`config.mk`:
```
export PLATFORM = sky130hd
export DESIGN_NAME = mem_loader
export DESIGN_NICKNAME = d
export VERILOG_FILES = /design/src/rtl/mem_loader_pkg.sv /design/src/rtl/mem_loader.sv
export SDC_FILE = /design/constraint.sdc
export NUM_CORES = 1
export LEC_CHECK = 0
export ABC_AREA = 1
export CORE_ASPECT_RATIO = 1.4
export CORE_MARGIN = 1
export CORE_UTILIZATION = 55
export DETAILED_ROUTE_END_ITERATION = 8
export GPL_TIMING_DRIVEN = 0
export PLACE_DENSITY = 0.8
export SLEW_MARGIN = 30
export SYNTH_ARGS = -nofsm -noshare
export SYNTH_HDL_FRONTEND = slang
export SYNTH_SLANG_ARGS = --single-unit
```
`constraint.sdc`:
```
create_clock -name clk -period 5.05 [get_ports clk]
set_clock_uncertainty 0.1 [all_clocks]
set_input_delay 0.7575 -clock clk [delete_from_list [all_inputs] [get_ports clk]]
set_output_delay 0.7575 -clock clk [all_outputs]
set_load 0.005 [all_outputs]
```
`src/rtl/mem_loader_pkg.sv`:
```
// Shared definitions for the byte-stream RAM loader: FSM state encodings,
// header size and the checksum value that marks a good frame.
package mem_loader_pkg;

   typedef enum logic [2:0] {
      IDLE    = 3'd0,
      ADDR_LO = 3'd1,
      CNT_HI  = 3'd2,
      CNT_LO  = 3'd3,
      DATA    = 3'd4,
      CSUM    = 3'd5
   } state_t;

   localparam int         HDR_BYTES = 4;
   localparam logic [7:0] CSUM_OK   = 8'h00;

   // Running frame checksum: plain modulo-256 byte sum.
   function automatic logic [7:0] csum_add(input logic [7:0] acc, input logic [7:0] b);
      return acc + b;
   endfunction

endpackage

```
`src/rtl/mem_loader.sv`:
```
// Byte-stream loader: parses ADDR/CNT header, assembles big-endian words, writes them
// to consecutive RAM addresses and checks a trailing sum. MEM_LOADER_TIMEOUT_EN adds an inactivity timeout.
module mem_loader
   import mem_loader_pkg::*;
#(
   parameter int DATA_WIDTH = 16,
   parameter int ADDR_WIDTH = 16
`ifdef MEM_LOADER_TIMEOUT_EN
   ,
   parameter int TIMEOUT_CYCLES = 1_000_000
`endif
) (
   input  logic                  clk,
   input  logic                  reset,
   input  logic [7:0]            in_data,
   input  logic                  in_valid,
   output logic                  in_ready,
   output logic [ADDR_WIDTH-1:0] mem_addr,
   output logic [DATA_WIDTH-1:0] mem_wdata,
   output logic                  mem_we,
   output logic                  busy,
   output logic                  done,
   output logic                  error
);

   localparam int BYTES = DATA_WIDTH / 8;
   localparam int HDR_W = (HDR_BYTES - 1) * 8;

   state_t                  state;
   logic [HDR_W-1:0]        hdr;
   logic [ADDR_WIDTH-1:0]   addr;
   logic [15:0]             remaining;
   logic [DATA_WIDTH-1:0]   word;
   logic [2:0]              byte_idx;
   logic [7:0]              sum;

   logic                    accept;
   logic [7:0]              sum_next;
   logic [HDR_BYTES*8-1:0]  header;
   logic [DATA_WIDTH-1:0]   word_next;
   logic                    byte_last;
   logic                    timed_out;

   // header is the full 4-byte header once the CNT_LO byte is on the bus.
   assign accept    = in_valid && in_ready;
   assign sum_next  = csum_add(sum, in_data);
   assign header    = {hdr, in_data};
   assign word_next = DATA_WIDTH'({word, in_data});
   assign byte_last = (byte_idx == 3'(BYTES - 1));

`ifdef MEM_LOADER_TIMEOUT_EN
   logic [31:0] idle_cnt;

   always_ff @(posedge clk) begin
      if (reset || accept || state == IDLE)
         idle_cnt <= '0;
      else
         idle_cnt <= idle_cnt + 32'd1;
   end

   assign timed_out = (state != IDLE) && !accept && (idle_cnt == 32'(TIMEOUT_CYCLES));
`else
   assign timed_out = 1'b0;
`endif

   // Single FSM block; mem_we/in_ready/done default to their idle values every cycle
   // so a write strobe or done pulse lasts exactly one cycle.
   always_ff @(posedge clk) begin
      if (reset) begin
         state     <= IDLE;
         in_ready  <= 1'b1;
         mem_we    <= 1'b0;
         mem_addr  <= '0;
         mem_wdata <= '0;
         busy      <= 1'b0;
         done      <= 1'b0;
         error     <= 1'b0;
         hdr       <= '0;
         addr      <= '0;
         remaining <= '0;
         word      <= '0;
         byte_idx  <= '0;
         sum       <= '0;
      end else begin
         mem_we   <= 1'b0;
         in_ready <= 1'b1;
         done     <= 1'b0;
         if (timed_out) begin
            state <= IDLE;
            busy  <= 1'b0;
            error <= 1'b1;
         end else if (accept) begin
            sum <= sum_next;
            hdr <= header[HDR_W-1:0];
            case (state)
               IDLE: begin
                  sum   <= in_data;
                  error <= 1'b0;
                  busy  <= 1'b1;
                  state <= ADDR_LO;
               end
               ADDR_LO: state <= CNT_HI;
               CNT_HI:  state <= CNT_LO;
               CNT_LO: begin
                  addr      <= ADDR_WIDTH'(header[31:16]);
                  remaining <= header[15:0];
                  byte_idx  <= '0;
                  state     <= (header[15:0] == 16'd0) ? CSUM : DATA;
               end
               DATA: begin
                  word <= word_next;
                  if (byte_last) begin
                     // The write cycle also blocks the next byte, giving BYTES+1 cycles per word.
                     byte_idx  <= '0;
                     mem_we    <= 1'b1;
                     in_ready  <= 1'b0;
                     mem_addr  <= addr;
                     mem_wdata <= word_next;
                     addr      <= addr + 1'b1;
                     remaining <= remaining - 16'd1;
                     if (remaining == 16'd1)
                        state <= CSUM;
                  end else begin
                     byte_idx <= byte_idx + 3'd1;
                  end
               end
               CSUM: begin
                  state <= IDLE;
                  busy  <= 1'b0;
                  if (sum_next == CSUM_OK)
                     done  <= 1'b1;
                  else
                     error <= 1'b1;
               end
               default: state <= IDLE;
            endcase
         end
      end
   end

endmodule
```
* Word level (Yosys, flattened, before mapping) *
Index checks and enable logic that the tools add are counted.
W data, S select, Z words.

word-level totals
  register bits = 115
  input port bits = 11
  output and inout bits = 37
  word-level logic and storage cells = 63

operators by class
  $add $sub $neg = 4
  equality and inequality tests = 10
  multiplexer cells = 17
  bitwise logic cells = 3
  reduce and logical (&&, ||, !) cells = 15

operators by type and width
  operator                 number
  $pmux W16 S2             2
  $mux W16                 2
  $add A16 B1 Y16 const B  1
  $eq A16 B1 Y1 const B    1
  $logic_not A16 Y1        1
  $sub A16 B1 Y16 const B  1
  $pmux W3 S5              1
  $reduce_and A3 Y1        4
  $mux W3                  3
  $add A8 B8 Y8            1
  $logic_not A8 Y1         1
  $mux W8                  1
  $eq A3 B1 Y1 const B     2
  $eq A3 B2 Y1 const B     2
  $eq A3 B3 Y1 const B     2
  $ne A2 B2 Y1 const B     3
  $pmux W3 S2              1
  $reduce_and A2 Y1        3
  $reduce_or A3 Y1         2
  $mux W1                  5
  $pmux W1 S2              2
  $reduce_bool A2 Y1       2
  $add A3 B1 Y3 const B    1
  $logic_not A3 Y1         1
  2 further kinds          4

* Longest topological paths before layout *
  word-level depth = 4
  mapped depth = 12
  depth with buffers taken out = 12

* Worst setup path after synthesis *
Ideal clock, no wire load.

  path type = input -> register
  start point = input in_data[0]
  end point = register error
  library setup time = 116 ps
  arrival time = 2113 ps
  data required time = 4834 ps
  setup slack = 2721 ps
  stages on the path = 9
  buffers on the path = 0
  path through = ha_1 > fa_1 > or2_2 > nor2_1 > nand3_1 > nor2_1 > nand3_1 > nand2_1 > a21oi_1

between the ends
  cells in the longest elaborated chain, start to end = 4

RTL lines
  item                         RTL line              RTL
  start, declared              mem_loader.sv:15      input logic [7:0] in_data,
  $add A8 B8 Y8                mem_loader_pkg.sv:19  return acc + b;
  $logic_not A8 Y1             mem_loader.sv:130     if (sum_next == CSUM_OK)
  $ne A2 B2 Y1 (no line)       -
  $reduce_and A3 Y1 (no line)  -
  end signal, assigned         mem_loader.sv:77      error <= 1'b0;
  end signal, assigned         mem_loader.sv:91      error <= 1'b1;
  end signal, assigned         mem_loader.sv:133     error <= 1'b1;
  end, declared                mem_loader.sv:23      output logic error

Every way passes these cells.
A chain may end at the register's enable or synchronous reset.

* Final worst setup path *
Same ends and word-level chain as after synthesis.

==> results.sh <==
export IMPL_ant_nets=0
export IMPL_syn_nets=788
export IMPL_antenna_cells=0
export IMPL_pwr_share_comb_pct=12.0
export IMPL_postCtsSetupBuffers=0
export IMPL_avgSynthCellArea_um2=7.18
export IMPL_dieWidth_um=86.5
export IMPL_cts_repair_resized=0
export IMPL_antenna_found_initial=0
export IMPL_num_nets_final=854
export IMPL_pwr_share_clk_pct=48.4
export IMPL_synth_area_leader_cell="dfxtp_1"
export IMPL_period_needed_ns=2.80
export IMPL_clkSlewWorstSetupHoldPaths_ns=0.06
export IMPL_clock_sinks=115
export IMPL_yosys_register_bits=115
export IMPL_netlist_instances=766
export IMPL_dp_cells=945
export IMPL_drv_slew=0
export IMPL_drt_pre_antenna_iters=7
export IMPL_r2r_cells=9
export IMPL_fmax_mhz=357
export IMPL_synthTopCellsByArea="dfxtp_1 (42%), nand2_1 (9.2%), a21oi_1 (7.9%)"
export IMPL_route_detailed_drc=0
export IMPL_syn_area_um2=5500
export IMPL_area_delta_synth_final_pct=22.2
export IMPL_gp_congestion=0.902
export IMPL_whs_endpoint="error$_SDFFE_PP0P_"
export IMPL_final_setup_tns_ns=0
export IMPL_drv_cap=0
export IMPL_clk_latency_ns=0.42
export IMPL_wl_per_cell_um=16.8
export IMPL_vias=5711
export IMPL_synth_seq_area_share_pct=41.9
export IMPL_reg2reg_from="sum[0]$_SDFFE_PP0P_"
export IMPL_hp_class="reg2reg"
export IMPL_rsz0062_at_grt="false"
export IMPL_internal_power_mw=1.75
export IMPL_grt_first_pass_wirelength_um=26700
export IMPL_post_route_period_util_pct=55.4
export IMPL_worst_pin_slew_ns=0.719
export IMPL_fillCellCount=803
export IMPL_seq_power_share_pct=39.7
export IMPL_finalSetupViolations=0
export IMPL_outcome="finished clean"
export IMPL_stdcell_count=977
export IMPL_h_tree_depth=4
export IMPL_worstPathMaxFanout=7
export IMPL_port_buffers=47
export IMPL_worstPathArrival_ns=3.01
export IMPL_overflow=0
export IMPL_min_path_cells=2
export IMPL_multi_input_comb_area_um2=2700
export IMPL_power_density_nw_per_um2=364
export IMPL_start_util_pct=57.5
export IMPL_synth_cell_type_count=39
export IMPL_critPathCaptureType="flop"
export IMPL_relSlewSlack_pct=52.1
export IMPL_r2r_slack_ns=3.01
export IMPL_cts_buffer_depth=2
export IMPL_root_buffer="clkbuf_16"
export IMPL_worstSetupPathType="in2reg"
export IMPL_p_leak_nw=2.66
export IMPL_regArea_um2=2300
export IMPL_dp_hpwl_um=11800
export IMPL_switchingPower_mw=0.699
export IMPL_cts_buffers=17
export IMPL_vdd_ir_drop_max_mv=0.328
export IMPL_avgViaCountPerCell=5.85
export IMPL_cts_hold_buf=0
export IMPL_p_sw_share_pct=28.6
export IMPL_dieArea_um2=10400
export IMPL_cp_required_ns=5.27
export IMPL_hold_violations=0
export IMPL_drive_above_1_share_pct=8.88
export IMPL_routed_wl_um=16400
export IMPL_ys_warn_count=0
export IMPL_grt_pass1_vias=5524
export IMPL_track_usage_pct=33.6
export IMPL_ios=48
export IMPL_first_iter_violations=518
export IMPL_dieHeight_um=120
export IMPL_synth_top_area_share_pct=41.9
export IMPL_cp_start_kind="input pin"
export IMPL_min_delay_start="error$_SDFFE_PP0P_"
export IMPL_r2r_end="error$_SDFFE_PP0P_"
export IMPL_grt_max_degree=17
export IMPL_core_area_um2=9560
export IMPL_cts_tree="yes"
export IMPL_num_rows=42
[through the flow]
step	power [mW]	cell area [um^2]	utilization [%]	setup slack, ns	hold WS, ns
3_5_place_dp	1.27	6130	64.1	1.84	0.350
4_1_cts	2.44	6720	70.2	2.26	0.357
3_3_place_gp	1.26	6130	64.1	1.85	0.342
6_report	2.44	6720	70.2	2.25	0.361
2_1_floorplan	1.18	5500	-	2.72	0.324
5_1_grt	2.53	6720	70.2	2.15	0.381
[worst max-delay path, stage by stage]
cell and delay, ns:
clkdlybuf4s50_1 0.69, ha_1 0.27, fa_1 0.46, or2_2 0.31, nor2_1 0.11, nand3_1 0.09, nor2_1 0.08, nand3_1 0.10
nand2_1 0.08, a21oi_1 0.05
[layout by cell type (no fill, tap or decap), types with 4 or more instances in the layout]
cell type	n
nor2_1	80
a31oi_1	10
o21ai_1	9
dfxtp_1	115
o21ai_0	86
nand2_1	135
buf_2	12
a21oi_2	7
a21oi_1	87
buf_6	6
ha_1	10
xor2_1	6
nand3_1	45
inv_1	71
inv_6	5
nor3_1	15
clkdlybuf4s50_1	47
nor2_4	4
a211oi_1	4
clkbuf_1	19
nand4_1	7
clkbuf_16	17
a22oi_1	5
[state kept, by name (all words and copies together) (netlist names), 3 cells and up]
| name | cells |
|---|---|
| hdr | 24 |
| addr | 16 |
| mem_addr | 16 |
| mem_wdata | 16 |
| remaining | 16 |
| sum | 8 |
| word | 8 |
| byte_idx | 3 |
| state | 3 |
[per-layer routing]
metal	up-vias	share of wire, %	track usage (%)
met4	0	6.0	23.0
li1	2695	-	-
met2	266	49	56.3
met3	82	6.7	6.21
met5	-	0	0
met1	2668	38	38.4
[cell type report]
type | count | area share (%)
buffer | 40 | 3.24
clock buffer | 18 | 6.54
clock inverter | 14 | 2.16
inverter | 75 | 4.19
multi-input combinational | 536 | 40.1
sequential | 115 | 34.3
tap | 132 | 2.46
timing repair buffer | 47 | 7.00
[synth_stat cells]
| master | n |
|---|---|
| a31oi_1 | 10 |
| fa_1 | 1 |
| clkbuf_1 | 19 |
| nand2_1 | 135 |
| nor2_1 | 80 |
| o21ai_1 | 9 |
| xor2_1 | 6 |
| nor3b_2 | 1 |
| o2bb2ai_1 | 1 |
| a21oi_2 | 7 |
| inv_1 | 71 |
| or2_2 | 2 |
| nand3b_1 | 1 |
| ha_1 | 10 |
| a21oi_1 | 87 |
| o21ai_0 | 86 |
| o22ai_2 | 1 |
| nor2_2 | 2 |
| o22ai_1 | 2 |
| a211oi_1 | 4 |
| nand4_1 | 7 |
| buf_1 | 1 |
| buf_6 | 6 |
| buf_4 | 2 |
| nand2_2 | 1 |
| a211oi_2 | 2 |
| buf_2 | 12 |
| a22oi_1 | 5 |
| o21a_1 | 2 |
| xnor2_1 | 3 |
| dfxtp_1 | 115 |
| nor3_1 | 15 |
| nor4_1 | 3 |
| o211ai_1 | 3 |
| a21o_1 | 1 |
| inv_2 | 3 |
| nand3_1 | 45 |
| nor2_4 | 4 |
| clkinv_1 | 1 |
[power groups by stage]
stage	Combinational [mW]	Clock, mW	Sequential (mW)
finish	0.292	1.18	0.970
CTS	0.286	1.18	0.969
detailed placement	0.283	0	0.988
global placement	0.275	0	0.987
global route	0.327	1.23	0.973
floorplan	0.202	0	0.981
[worst max path at each step]
stage	startpoint	end	slack (ns)	depth (start not counted)
after floorplan	in_data[0]	error$_SDFFE_PP0P_	2.72	9
after global placement	in_data[0]	error$_SDFFE_PP0P_	1.85	10
after detailed placement	in_data[0]	error$_SDFFE_PP0P_	1.84	10
after CTS	in_data[0]	error$_SDFFE_PP0P_	2.26	10
after global routing	in_data[0]	error$_SDFFE_PP0P_	2.15	10
final	in_data[0]	error$_SDFFE_PP0P_	2.25	10
[cell families after synthesis]
family	count (synthesis)	share of synthesized area (%)
fa+ha+maj	11	2.64
compound gates	220	21.9
simple gates	296	23.0
flops	115	41.9
buf+inv	115	9.08
xor+xnor	9	1.43
No activity file was read; power rests on OpenSTA's default activity.
